--- src/rtl/seq_chunk_adder.sv ---
// seq_chunk_adder: multi-cycle adder/subtractor that processes CHUNK bits per clock,
// rippling the carry through a register between chunks. start/done handshake,
// reports carry-out and two's-complement signed overflow.
module seq_chunk_adder #(
    parameter int unsigned WIDTH = 8,
    parameter int unsigned CHUNK = 2
) (
    input  logic             clk,
    input  logic             rst_n,
    input  logic             start,
    input  logic             sub,
    input  logic [WIDTH-1:0] a,
    input  logic [WIDTH-1:0] b,
    input  logic             cin,
    output logic             busy,
    output logic             done,
    output logic [WIDTH-1:0] s,
    output logic             carry,
    output logic             overflow
);

    localparam int unsigned N     = WIDTH / CHUNK;
    localparam int unsigned CNT_W = (N > 1) ? $clog2(N) : 1;
    localparam int unsigned LAST  = N - 1;
    localparam int unsigned SUM_W = CHUNK + 1;

    typedef enum logic [1:0] {
        IDLE = 2'd0,
        RUN  = 2'd1,
        DONE = 2'd2
    } state_t;

    state_t             state_q;
    logic [WIDTH-1:0]   a_q;
    logic [WIDTH-1:0]   b_q;
    logic               c_q;
    logic               sign_a_q;
    logic               sign_b_q;
    logic [CNT_W-1:0]   cnt_q;
    logic [WIDTH-1:0]   psum_q;
    logic [WIDTH-1:0]   s_q;
    logic               carry_q;
    logic               ovf_q;
    logic               busy_q;
    logic               done_q;

    logic [SUM_W-1:0]   chunk_sum_c;
    logic [WIDTH-1:0]   psum_next_c;

    // Add the low chunk of both operands plus the rippled carry; shift the chunk into the top of the partial sum.
    always_comb begin
        chunk_sum_c = SUM_W'(a_q[CHUNK-1:0]) + SUM_W'(b_q[CHUNK-1:0]) + SUM_W'(c_q);
        psum_next_c = WIDTH'({chunk_sum_c[CHUNK-1:0], psum_q} >> CHUNK);
    end

    // Control FSM and datapath registers; result outputs update only on the completing edge.
    always_ff @(posedge clk or negedge rst_n) begin
        if (!rst_n) begin
            state_q  <= IDLE;
            a_q      <= '0;
            b_q      <= '0;
            c_q      <= 1'b0;
            sign_a_q <= 1'b0;
            sign_b_q <= 1'b0;
            cnt_q    <= '0;
            psum_q   <= '0;
            s_q      <= '0;
            carry_q  <= 1'b0;
            ovf_q    <= 1'b0;
            busy_q   <= 1'b0;
            done_q   <= 1'b0;
        end else begin
            case (state_q)
                IDLE, DONE: begin
                    done_q <= 1'b0;
                    if (start) begin
                        // Subtraction is a + ~b + 1, so invert B and force the carry-in.
                        a_q      <= a;
                        b_q      <= sub ? ~b : b;
                        c_q      <= sub ? 1'b1 : cin;
                        sign_a_q <= a[WIDTH-1];
                        sign_b_q <= sub ? ~b[WIDTH-1] : b[WIDTH-1];
                        cnt_q    <= '0;
                        psum_q   <= '0;
                        busy_q   <= 1'b1;
                        state_q  <= RUN;
                    end else begin
                        busy_q  <= 1'b0;
                        state_q <= IDLE;
                    end
                end
                RUN: begin
                    c_q    <= chunk_sum_c[CHUNK];
                    psum_q <= psum_next_c;
                    a_q    <= a_q >> CHUNK;
                    b_q    <= b_q >> CHUNK;
                    cnt_q  <= cnt_q + CNT_W'(1);
                    if (cnt_q == CNT_W'(LAST)) begin
                        s_q     <= psum_next_c;
                        carry_q <= chunk_sum_c[CHUNK];
                        ovf_q   <= (sign_a_q == sign_b_q) && (psum_next_c[WIDTH-1] != sign_a_q);
                        busy_q  <= 1'b0;
                        done_q  <= 1'b1;
                        state_q <= DONE;
                    end
                end
                default: begin
                    busy_q  <= 1'b0;
                    done_q  <= 1'b0;
                    state_q <= IDLE;
                end
            endcase
        end
    end

    assign busy     = busy_q;
    assign done     = done_q;
    assign s        = s_q;
    assign carry    = carry_q;
    assign overflow = ovf_q;

endmodule

--- config.mk ---
export PLATFORM = sky130hd
export DESIGN_NAME = seq_chunk_adder
export DESIGN_NICKNAME = d
export VERILOG_FILES = /design/src/rtl/seq_chunk_adder.sv
export SDC_FILE = /design/constraint.sdc
export NUM_CORES = 1
export LEC_CHECK = 0
export ABC_AREA = 1
export BUFFER_PORTS_ARGS = -buffer_cell sky130_fd_sc_hd__buf_2
export CORE_MARGIN = 2
export CORE_UTILIZATION = 45
export CTS_CLUSTER_SIZE = 16
export DETAILED_ROUTE_END_ITERATION = 12
export PLACE_DENSITY = 0.66
export SYNTH_ARGS = -nofsm -noshare
export SYNTH_HDL_FRONTEND = slang
export SYNTH_SLANG_ARGS = --single-unit
--- constraint.sdc ---
create_clock -name clk -period 3.15 [get_ports clk]
set_clock_uncertainty 0.2 [all_clocks]
set_input_delay 0.7875 -clock clk [delete_from_list [all_inputs] [get_ports clk]]
set_output_delay 0.7875 -clock clk [all_outputs]
set_load 0.03 [all_outputs]
# After elaboration in Yosys (flattened, before gate mapping)
# Index checks and enable logic that the tools add are counted.
[word_totals]
regBits = 43
wordCells = 53
[classes]
addsub = 3
muxes = 21
reduce_logical = 7
n_eq_ne = 7
bitwise_logic = 2
[ops]
columns = ["op", "count"]
rows = [
  ["one-hot mux 8 bit (2 select lines)", 3],
  ["two-way mux 8 bit", 4],
  ["two-way mux 1 bit", 8],
  ["NOT 8 bit", 1],
  ["one-hot mux 2 bit (2 select lines)", 2],
  ["AND reduction 2 bit", 3],
  ["equality test 2 bit (second input constant)", 2],
  ["two-way mux 2 bit", 2],
  ["inequality test 2 bit (second input constant)", 2],
  ["one-hot mux 1 bit (2 select lines)", 2],
  ["adder 2 x 2 -> 3 bit", 1],
  ["adder 3 x 1 -> 3 bit", 1],
  ["adder 2 x 1 -> 2 bit (second input constant)", 1],
  ["equality test 2 x 1 -> 1 bit (second input constant)", 1],
  ["logical NOT 2 bit", 1],
  ["nonzero test 2 bit", 1],
  ["OR reduction 2 bit", 1],
  ["equality test 1 bit", 1],
  ["logical AND 1 bit", 1],
  ["inequality test 1 bit", 1],
  ["NOT 1 bit", 1],
]

# Logic depth before layout (Yosys ltp)
# Gate-level depths: netlist (run 1).
[logic_depth]
word_depth = 4
ltp_mapped = 9
mapped_depth_nobuf = 9

# Least setup slack after synthesis (run 1)
# No wires, ideal clock.
[synth_path]
path_type = "register to register"
startpoint = "reg a_q[0]"
endpoint = "reg ovf_q (netlist: overflow)"
required_time_ns = 2.885
stages_incl_launch_ff = 10
path_slack_ns = 1.319
period_less_slack_ns = 1.831
t_arrival_ns = 1.566
cell_sequence = "dfrtp_1 -> inv_1 -> fa_1 -> inv_1 -> fa_1 -> inv_1 -> nand3_1 -> nand2_1 -> nand2_1 -> nand2_1"
[synth_between]
elab_chain_len = 4
[synth_lines]
columns = ["item", "line_no", "text"]
rows = [
  ["from (decl)", "34", "logic [WIDTH-1:0] a_q;"],
  ["from (signal assigned)", "95", "a_q <= a_q >> CHUNK;"],
  ["adder 2 x 2 -> 3 bit", "52", "chunk_sum_c = SUM_W'(a_q[CHUNK-1:0]) + SUM_W'(b_q[CHUNK-1:0]) + SUM_W'(c_q);"],
  ["adder 3 x 1 -> 3 bit", "52", ""],
  ["named net chunk_sum_c[1]", "47", "logic [SUM_W-1:0] chunk_sum_c;"],
  ["inequality test 1 bit", "101", "ovf_q <= (sign_a_q == sign_b_q) && (psum_next_c[WIDTH-1] != sign_a_q);"],
  ["logical AND 1 bit", "101", ""],
  ["to (signal assigned)", "101", ""],
  ["to (decl)", "43", "logic ovf_q;"],
]
# The timed path passes the listed nets, and every way through them passes these cells.
# A chain may end at the register's enable or synchronous reset.

==> impl_metrics.yaml, run 1 <==
die:
  initial_core_util_pct: 46.4
  num_rows: 23
  coreArea_mm2: 0.00400
  die_area_mm2: 0.00466
  io_pins: 33
  die_x_um: 68.3
  die_h_um: 68.3
worst_setup_path:
  crit_family: "flip-flops"
  regToRegSetupSlack_ps: 1200
  max_stage_delay_ps: 440
  critPathArrivalTime_ps: 960
  r2r-start: "a_q[0]$_DFFE_PN0P_"
  cp_max_fo: 3
  crit_type: "flip-flop to primary output"
  r2r_end: "overflow$_DFFE_PN0P_"
  crit_path_end: "done"
  crit_cells: 1
  startpoint: "state_q[1]$_DFFE_PN0P_"
  crit_required_ps: 2160
  cp_cell_sequence: "buf_2"
  cp_num_buf_inv: 1
  startpoint_type: "flip-flop"
  endpoint_kind: "primary output"
  crit_path_top_delay_cell: "dfrtp_1"
  reg2reg_depth: 9
routing:
  first_iter_violations: 95
  num_vias: 1417
  viasPerCell: 4.71
  routed_wl_mm: 3.42
  drc: 0
  routedWlPerCell_um: 11.4
  ant_nets: 0
  firstDrtPassIters: 4
clocking:
  post_cts_buffers: 0
  htreeDepth: 2
  cts_root_buffer: "clkbuf_8"
  cts.clk_slew.worst_paths_ps: 70
  cts_sinks: 39
  tritoncts: "yes"
  cts_buffer_depth: 2
  clk_latency_ps: 280
  cts_hold_buf: 0
  cts_inserted_buffers: 5
  cts-resized-gates: 0
yosys:
  seq_area_frac_synth_pct: 52.5
  synth_nets: 243
  synth_area_per_cell_um2: 8.48
  synthTopCellsByArea: "dfrtp_1 (53%), nand2_1 (16%), nand3_1 (7.8%)"
  syn_inst: 219
  synth_area_mm2: 0.00186
  synth_warnings: 0
  synth_top_area_share_pct: 52.5
  synth_area_leader_cell: "dfrtp_1"
  synth_cell_types: 19
  ys_seq_elements: 39
power:
  ir_drop_mv: 0.327
  cellPowerDensity_mw_per_mm2: 1040
  power_switching_uw: 966
  combinationalPowerShare_pct: 45.9
  p_leak_nw: 1.17
  clkPwrFrac_pct: 14.7
  finalPower_mw: 2.17
  seqPwrFrac_pct: 39.3
  p_sw_share_pct: 44.4
  p_int_mw: 1.21
place:
  pre_cts_slack_ps: 1180
  post_dp_cell_area_mm2: 0.00202
  dpl.hpwl_mm: 2.40
  port_buffers: 32
  place_congestion: 0.794
global_routing:
  antenna_found_initial: 0
  grt_max_degree: 40
  grt_pass1_vias: 1264
  grt_pass1_wl_mm: 5.62
  grt.total_usage_pct: 16.6
  grt-ovfl-total: 0
timing:
  fin_hold_ws_ps: 276
  layout_setup_ws_ps: 1200
  hold_viol: 0
  rsz0062_at_grt: "no"
  layout_min_cycle_time_ps: 1950
  fin_tns_setup_ps: 0
  drv_slew: 0
  finalCritPeriodShare_pct: 62.0
  fmaxAchievable_mhz: 512
  setup_viol: 0
  max_slew_margin_pct: 43.8
  tightest_slew_ps: 842
layout:
  fin_area_mm2: 0.00210
  num-nets-final: 274
  layout-drive-gt1-share_pct: 21.5
  area_growth_pct: 13.0
  diodes: 0
job:
  maxCapViolCount: 0
worst_hold_path:
  worst_hold_startpoint: "overflow$_DFFE_PN0P_"
  hold_path.class: "flip-flop to flip-flop"
run_status:
  outcome: "finished, final reports clean"
## area by class of cell
class,count,area (um^2)
Clock buffer,7,76.3
Fill cell,382,1900
Sequential cell,39,976
Tap cell,50,62.6
Inverter,32,120
Multi-Input combinational cell,140,699
Clock inverter,1,5.00
Timing Repair Buffer,32,160
## worst register-to-register path, stage by stage, from the launching register on
cell and delay [ps]:
dfrtp_1 350, inv_1 60, fa_1 400, inv_1 70
fa_1 440, inv_1 120, nand3_1 70, nand2_1 70
nand2_1 50, nand2_1 50
## cell families (layout without fill, tap and decap cells)
family          count (synthesis)  in the layout  synth area share [%]
simple gates                  117            117                  27.6
buf+inv                        40             72                  9.83
xor+xnor                        1              1                 0.471
flops                          39             39                  52.5
compound gates                 19             19                  6.73
fa+ha+maj                       3              3                  2.83
## cells in the mapped netlist
master and number:
inv_1 30, o21ai_2 8, buf_2 2, ha_1 1
buf_4 4, xor2_1 1, buf_6 2, dfrtp_1 39
nand2_1 80, nor2_1 1, nand3_1 29, inv_2 2
nor2_2 2, o21ai_0 10, fa_1 2, nand2_4 3
or2_1 1, a21oi_1 1, nor2_4 1
## power groups by stage
stage	combinational [mW]	clock, mW	sequential [mW]
2_1_floorplan	0.689	0	0.984
3_3_place_gp	0.998	0	0.859
3_5_place_dp	1.02	0	0.865
4_1_cts	1.02	0.333	0.858
5_1_grt	1.13	0.352	0.887
6_report	0.999	0.320	0.855
## registers in the layout (all words and copies together) (netlist names)
register / flops
s: 8
cnt_q: 2
psum_q: 6
sign_b_q: 1
overflow: 1
carry: 1
state_q: 2
sign_a_q: 1
b_q: 8
a_q: 8
c_q: 1
## layout by cell type (no fill, tap or decap), drive strengths merged
cell type / synthesis / layout
dfrtp: 39 / 39
a21oi: 1 / 1
xor2: 1 / 1
ha: 1 / 1
nor2: 4 / 4
o21ai: 18 / 18
inv: 32 / 32
buf: 8 / 32
clkinv: 0 / 1
fa: 2 / 2
clkbuf: 0 / 7
nand2: 83 / 83
nand3: 29 / 29
or2: 1 / 1
## layer usage
layer | GRT usage, % | wire length [um] | part of all wire (%)
met1 | 21.7 | 1640 | 48
met2 | 25.4 | 1540 | 45
met3 | 4.44 | 174 | 5.1
met4 | 8.25 | 65 | 1.9
met5 | 0 | 0 | 0
## worst min-delay path by stage
stage	endpoint	slack, ps	depth (start not counted)
final	overflow$_DFFE_PN0P_	280	2
after global routing	a_q[5]$_DFFE_PN0P_	300	2
after CTS	overflow$_DFFE_PN0P_	280	2
after detailed placement	overflow$_DFFE_PN0P_	260	2
after global placement	a_q[6]$_DFFE_PN0P_	260	2
after floorplan	a_q[6]$_DFFE_PN0P_	240	2
## metrics by stage
step / std cells / utilization, %
after floorplan: 219 / -
after global placement: 293 / 50.5
after detailed placement: 293 / 50.5
after CTS: 301 / 52.5
after global routing: 301 / 52.5
final: 301 / 52.5
Power figures use the tool's default switching activity.
==> run 2: changes to the inputs <==
--- a/config.mk
+++ b/config.mk
@@ -5,13 +5,13 @@
 export SDC_FILE = /design/constraint.sdc
 export NUM_CORES = 1
 export LEC_CHECK = 0
-export ABC_AREA = 1
+export ABC_AREA = 0
 export BUFFER_PORTS_ARGS = -buffer_cell sky130_fd_sc_hd__buf_2
 export CORE_MARGIN = 2
 export CORE_UTILIZATION = 45
 export CTS_CLUSTER_SIZE = 16
 export DETAILED_ROUTE_END_ITERATION = 12
-export PLACE_DENSITY = 0.66
+export PLACE_DENSITY = 0.67
 export SYNTH_ARGS = -nofsm -noshare
 export SYNTH_HDL_FRONTEND = slang
 export SYNTH_SLANG_ARGS = --single-unit
==> constraint.sdc (replaced) <==
create_clock -name clk -period 2 [get_ports clk]
set_clock_uncertainty 0.2 [all_clocks]
set_input_delay 0.5 -clock clk [delete_from_list [all_inputs] [get_ports clk]]
set_output_delay 0.5 -clock clk [all_outputs]
set_load 0.03 [all_outputs]
==> run 2 against run 1 <==
  * Via count decreased by 19%
  * Flip-flop and latch count unchanged
  * Sequential power increased by 60%
  * Worst setup slack got worse by 1200 ps
  * Power increased by 59%
  * Final cell count decreased by 26%
  * Core utilization increased by 2.8 points
  * Highest routed layer unchanged
==> impl_metrics.yaml, run 2 <==
routing:
  num_vias: 1151
  routedWlPerCell_um: 14.6
  first_iter_violations: 43
  ant_nets: 0
  firstDrtPassIters: 4
  viasPerCell: 5.16
  drc: 0
  routed_wl_mm: 3.26
layout:
  final_common_cell: "dfrtp_1"
  post-route-util_pct: 55.3
  diodes: 0
  multi_input_area_um2: 661
  num-nets-final: 198
  layout_common_cells: "dfrtp_1 (39), buf_2 (32), nand2_1 (14)"
  fillerInstances: 315
  fin_area_mm2: 0.00202
  layout-drive-gt1-share_pct: 34.9
  area_growth_pct: 17.9
  seq_area_um2: 976
run_status:
  outcome: "finished, final reports clean"
global_routing:
  grt_pass1_vias: 1141
  grt_pass1_wl_mm: 5.40
  grt_max_degree: 22
  grt.total_usage_pct: 17.1
  grt-ovfl-total: 0
  antenna_found_initial: 0
clocking:
  cts_buffer_depth: 2
  htreeDepth: 2
  cts_root_buffer: "clkbuf_8"
  clk_latency_ps: 290
  cts_sinks: 39
  tritoncts: "yes"
  cts_inserted_buffers: 5
  cts.clk_slew.worst_paths_ps: 70
worst_setup_path:
  crit_required_ps: 2020
  r2r_end: "overflow$_DFFE_PN0P_"
  startpoint_type: "flip-flop"
  endpoint_kind: "flip-flop"
  r2r-start: "a_q[0]$_DFFE_PN0P_"
  reg2reg_depth: 7
  cp_max_fo: 4
  regToRegSetupSlack_ps: 40
  critPathArrivalTime_ps: 1980
  crit_type: "flip-flop to flip-flop"
yosys:
  synth_nets: 162
  synth_top_area_share_pct: 56.9
  synth_area_mm2: 0.00172
  synthTopCellsByArea: "dfrtp_1 (57%), a221o_1 (4.7%), a22o_1 (4.6%)"
  yosysMostFrequentCell: "dfrtp_1"
  synth_area_per_cell_um2: 12.4
  ys_seq_elements: 39
  synth_common_cells: "dfrtp_1 (39), nand2_1 (14), a22o_1 (9), nor2_1 (9), a221o_1 (8)"
  synth-edff-count: 0
  synth_cell_types: 29
  synth_warnings: 0
  ys_async_sr_fraction_pct: 100
  seq_area_frac_synth_pct: 56.9
  ys.flop_type: "dfrtp_1"
  synth_area_leader_cell: "dfrtp_1"
  syn_inst: 138
die:
  die_x_um: 65.7
  die_area_mm2: 0.00432
  coreArea_mm2: 0.00366
  initial_core_util_pct: 46.9
  num_rows: 22
  die_h_um: 65.7
  io_pins: 33
power:
  p_leak_nw: 1.02
  ir_drop_mv: 0.758
  cellPowerDensity_mw_per_mm2: 1700
place:
  place_congestion: 0.803
  post_dp_cell_area_mm2: 0.00190
  port_buffers: 32
  pre_cts_slack_ps: -67.7
  dpl.hpwl_mm: 2.25
timing:
  rsz0062_at_grt: "yes"
  setup_viol: 0
  max_slew_margin_pct: 71.2
  finalCritPeriodShare_pct: 98.1
  layout_setup_ws_ps: 39.0
  fin_hold_ws_ps: 231
  tightest_slew_ps: 431
  hold_viol: 0
  fmaxAchievable_mhz: 510
  layout_min_cycle_time_ps: 1960
  drv_slew: 0
worst_hold_path:
  worst_hold_startpoint: "a[3]"
  whs_path_depth: 3
  holdPathEnd: "a_q[3]$_DFFE_PN0P_"
  hold_path.class: "input pin to flip-flop"
job:
  maxCapViolCount: 0
## run 2: cell count changes after synthesis, sizes merged, moves of 8 or more
cell	before	now
nand2	83	14
inv	32	5
nand3	29	7
o21ai	18	4
a22o	0	9
a221o	0	8
mux2	0	8
## run 2: metal layers
metal  vias to the layer above  GRT usage (%)  wire (um)
met5                         -              0          0
met4                         0           8.59         68
met3                         7           4.28        133
met2                        28           26.1       1570
met1                       563           22.6       1490
li1                        553              -          -
## run 2: where the power goes
group          total (mW)  switching (mW)  leakage, nW  internal (mW)
combinational        1.50           0.842        0.477          0.653
clock               0.579           0.264       0.0515          0.315
sequential           1.37           0.229        0.493           1.14
## run 2: worst max path at each step
stage / endpoint / depth (start not counted) / start
6_report: overflow$_DFFE_PN0P_ / 7 / a_q[0]$_DFFE_PN0P_
5_1_grt: overflow$_DFFE_PN0P_ / 7 / a_q[0]$_DFFE_PN0P_
4_1_cts: overflow$_DFFE_PN0P_ / 7 / b_q[0]$_DFFE_PN0P_
3_5_place_dp: overflow$_DFFE_PN0P_ / 7 / a_q[0]$_DFFE_PN0P_
3_3_place_gp: overflow$_DFFE_PN0P_ / 7 / a_q[0]$_DFFE_PN0P_
2_1_floorplan: overflow$_DFFE_PN0P_ / 7 / a_q[0]$_DFFE_PN0P_
## run 2: kinds of logic after synthesis
| group | count (synthesis) | synth area share, % |
|---|---|---|
| compound gates | 28 | 13.4 |
| xor+xnor | 8 | 4.08 |
| fa+ha+maj | 3 | 3.06 |
| buf+inv | 14 | 4.89 |
| flops | 39 | 56.9 |
| mux | 8 | 6.35 |
| simple gates | 38 | 11.3 |
## run 2: stage by stage
step | instances | setup TNS (ps) | power, mW
global placement | 213 | 0 | 2.78
global route | 223 | -51.0 | 3.70
finish | 223 | 0 | 3.45
floorplan | 138 | 0 | 2.53
CTS | 222 | 0 | 3.45
detailed placement | 213 | -67.7 | 2.85
## run 2: what timing repair did
action / 4_1_cts / 5_1_grt
gates resized for setup: 4 / 1
buffers inserted: 0 / 1
hold endpoints to repair: 17 / 0
hold buffers: 1 / 0
endpoints found under the setup margin: 1 / 1
pin swaps: 1 / 1
## run 2: cell type report
class	count	area share, %
clock buffers	8	4.95
inverters	5	0.928
multi-input cells	85	32.7
well taps	48	2.97
flip-flops and latches	39	48.2
repair buffers	38	10.3
## run 2: worst max-delay path, cell delays in order, from the launching register on
cell     delay (ps)
dfrtp_1         340
inv_2            60
fa_2            380
inv_2            70
fa_2            460
and3b_1         220
a21oi_1          40
o21ai_1         110
==> run 3: changes to the inputs <==
--- a/config.mk
+++ b/config.mk
@@ -7,6 +7,7 @@
 export LEC_CHECK = 0
 export ABC_AREA = 0
 export BUFFER_PORTS_ARGS = -buffer_cell sky130_fd_sc_hd__buf_2
+export CORE_ASPECT_RATIO = 0.5
 export CORE_MARGIN = 2
 export CORE_UTILIZATION = 45
 export CTS_CLUSTER_SIZE = 16
==> run 3 against run 2 <==
  * Flip-flop and latch count did not move
  * Sequential share of layout area fell by 0.38 points
  * Clock power rose by 15%
  * Non-clock buffer count did not move
  * Combinational power rose by 3%
  * Hold slack got worse by 180 ps
  * Largest cell class unchanged
==> impl_metrics.yaml, run 3 (synthesized netlist as in run 2, its figures left out) <==
run_status:
  outcome: "finished, final reports clean"
place:
  dp.cells: 216
  pre_cts_slack_ps: -8.72
  place_congestion: 0.801
  dpl.hpwl_mm: 2.25
  post_dp_cell_area_mm2: 0.00190
  port_buffers: 32
routing:
  routed_wl_mm: 3.22
  first_iter_violations: 40
  drc: 0
  ant_nets: 0
  firstDrtPassIters: 4
  viasPerCell: 5.11
  routedWlPerCell_um: 14.3
  num_vias: 1155
power:
  cellPowerDensity_mw_per_mm2: 1760
  ir_drop_mv: 0.528
  p_leak_nw: 1.03
timing:
  max_slew_margin_pct: 68.5
  fin_tns_setup_ps: 0
  rsz0062_at_grt: "yes"
  hold_viol: 0
  tightest_slew_ps: 473
  fmaxAchievable_mhz: 514
  setup_viol: 0
  layout_setup_ws_ps: 54.0
  layout_min_cycle_time_ps: 1950
  drv_slew: 0
  finalCritPeriodShare_pct: 97.3
clocking:
  cts.clk_slew.worst_paths_ps: 80
  htreeDepth: 2
  cts_sinks: 39
  cts_root_buffer: "clkbuf_8"
  cts_inserted_buffers: 5
  clk_latency_ps: 290
  tritoncts: "yes"
  cts_hold_buf: 0
  cts_buffer_depth: 2
worst_setup_path:
  endpoint_kind: "flip-flop"
  crit_type: "flip-flop to flip-flop"
  cp_max_fo: 4
  startpoint: "a_q[0]$_DFFE_PN0P_"
  startpoint_type: "flip-flop"
  crit_required_ps: 1970
  critPathArrivalTime_ps: 1920
  r2r-start: "a_q[0]$_DFFE_PN0P_"
layout:
  fillerInstances: 296
  final_common_cell: "dfrtp_1"
  layout_common_cells: "dfrtp_1 (39), buf_2 (32), nand2_1 (14)"
  fin_area_mm2: 0.00204
  num-nets-final: 198
  diodes: 0
  final_cells: 226
  layout-drive-gt1-share_pct: 36.0
  seq_area_um2: 976
  multi_input_area_um2: 658
  area_growth_pct: 18.9
global_routing:
  grt.total_usage_pct: 16.4
  grt_pass1_wl_mm: 5.22
  met1_usage_pct: 23.3
  grt_util_met3_pct: 4.88
  grt-busiest-layer: "met2"
  grt_pass1_vias: 1056
  grt_max_degree: 40
  antenna_found_initial: 0
  grt_use_met2_pct: 24.9
  grt-ovfl-total: 0
die:
  initial_core_util_pct: 48.4
  die_area_mm2: 0.00435
  die_x_um: 91.3
  coreArea_mm2: 0.00355
  die_h_um: 47.7
  num_rows: 15
  io_pins: 33
job:
  maxCapViolCount: 0
worst_hold_path:
  hold_path.class: "input pin to async pin"
[run 3: changes by cell type in the layout (fill, tap and decap cells not counted), sizes merged]
cell	delta
clkinv	+1
clkbuf	-2
buf	+1
bufinv	+1
dlygate4sd3	-1
[run 3: report_power, final]
part	switching, mW	leakage [nW]	internal, mW
registers	0.231	0.493	1.14
clock network	0.264	0.0612	0.404
logic	0.853	0.478	0.689
total	1.35	1.03	2.24
[run 3: layer usage]
layer  wire, um  vias to the layer above
met5          0                        -
met4         13                        0
met3        154                        2
met2       1400                       32
met1       1660                      566
li1           -                      555
[run 3: worst paths after layout]
| kind | end | slack, ps | cells past startpoint |
|---|---|---|---|
| setup / recovery | psum_q[7]$_DFFE_PN0P_ | 50 | 6 |
| hold / removal | s[3]$_DFFE_PN0P_ | 50 | 2 |
| setup reg to reg | psum_q[7]$_DFFE_PN0P_ | 50 | 6 |
| hold reg to reg | s[6]$_DFFE_PN0P_ | 280 | 2 |
| max in group asynchronous | s[7]$_DFFE_PN0P_ | 1210 | 2 |
| min in group clk | a_q[6]$_DFFE_PN0P_ | 230 | 2 |
[run 3: metrics by stage]
| step | total power [mW] | util (%) | hold WS, ps |
|---|---|---|---|
| 2_1_floorplan | 2.53 | - | 4.41 |
| 3_3_place_gp | 2.81 | 53.7 | 260 |
| 3_5_place_dp | 2.86 | 53.7 | 267 |
| 4_1_cts | 3.59 | 57.3 | 68.5 |
| 5_1_grt | 3.83 | 57.5 | 90.2 |
| 6_report | 3.59 | 57.5 | 53.1 |
[run 3: what timing repair did]
item,CTS,global route
cloned,0,0
pin swaps,1,1
setup endpoints to repair,1,2
gates resized for setup,3,2
buffers inserted,1,1
[run 3: layout make-up]
type / instances / area share, %
multi-input combinational: 85 / 32.3
tap: 51 / 3.13
inverter: 5 / 0.920
timing repair buffer: 38 / 10.1
clock inverter: 2 / 1.72
clock buffer: 6 / 4.05
sequential: 39 / 47.9
[run 3: critical path, cell delays in order, from the launching register on]
cell     delay, ps
dfrtp_1        340
inv_2           50
fa_2           380
inv_2           60
fa_1           450
buf_4          160
a22o_1         200
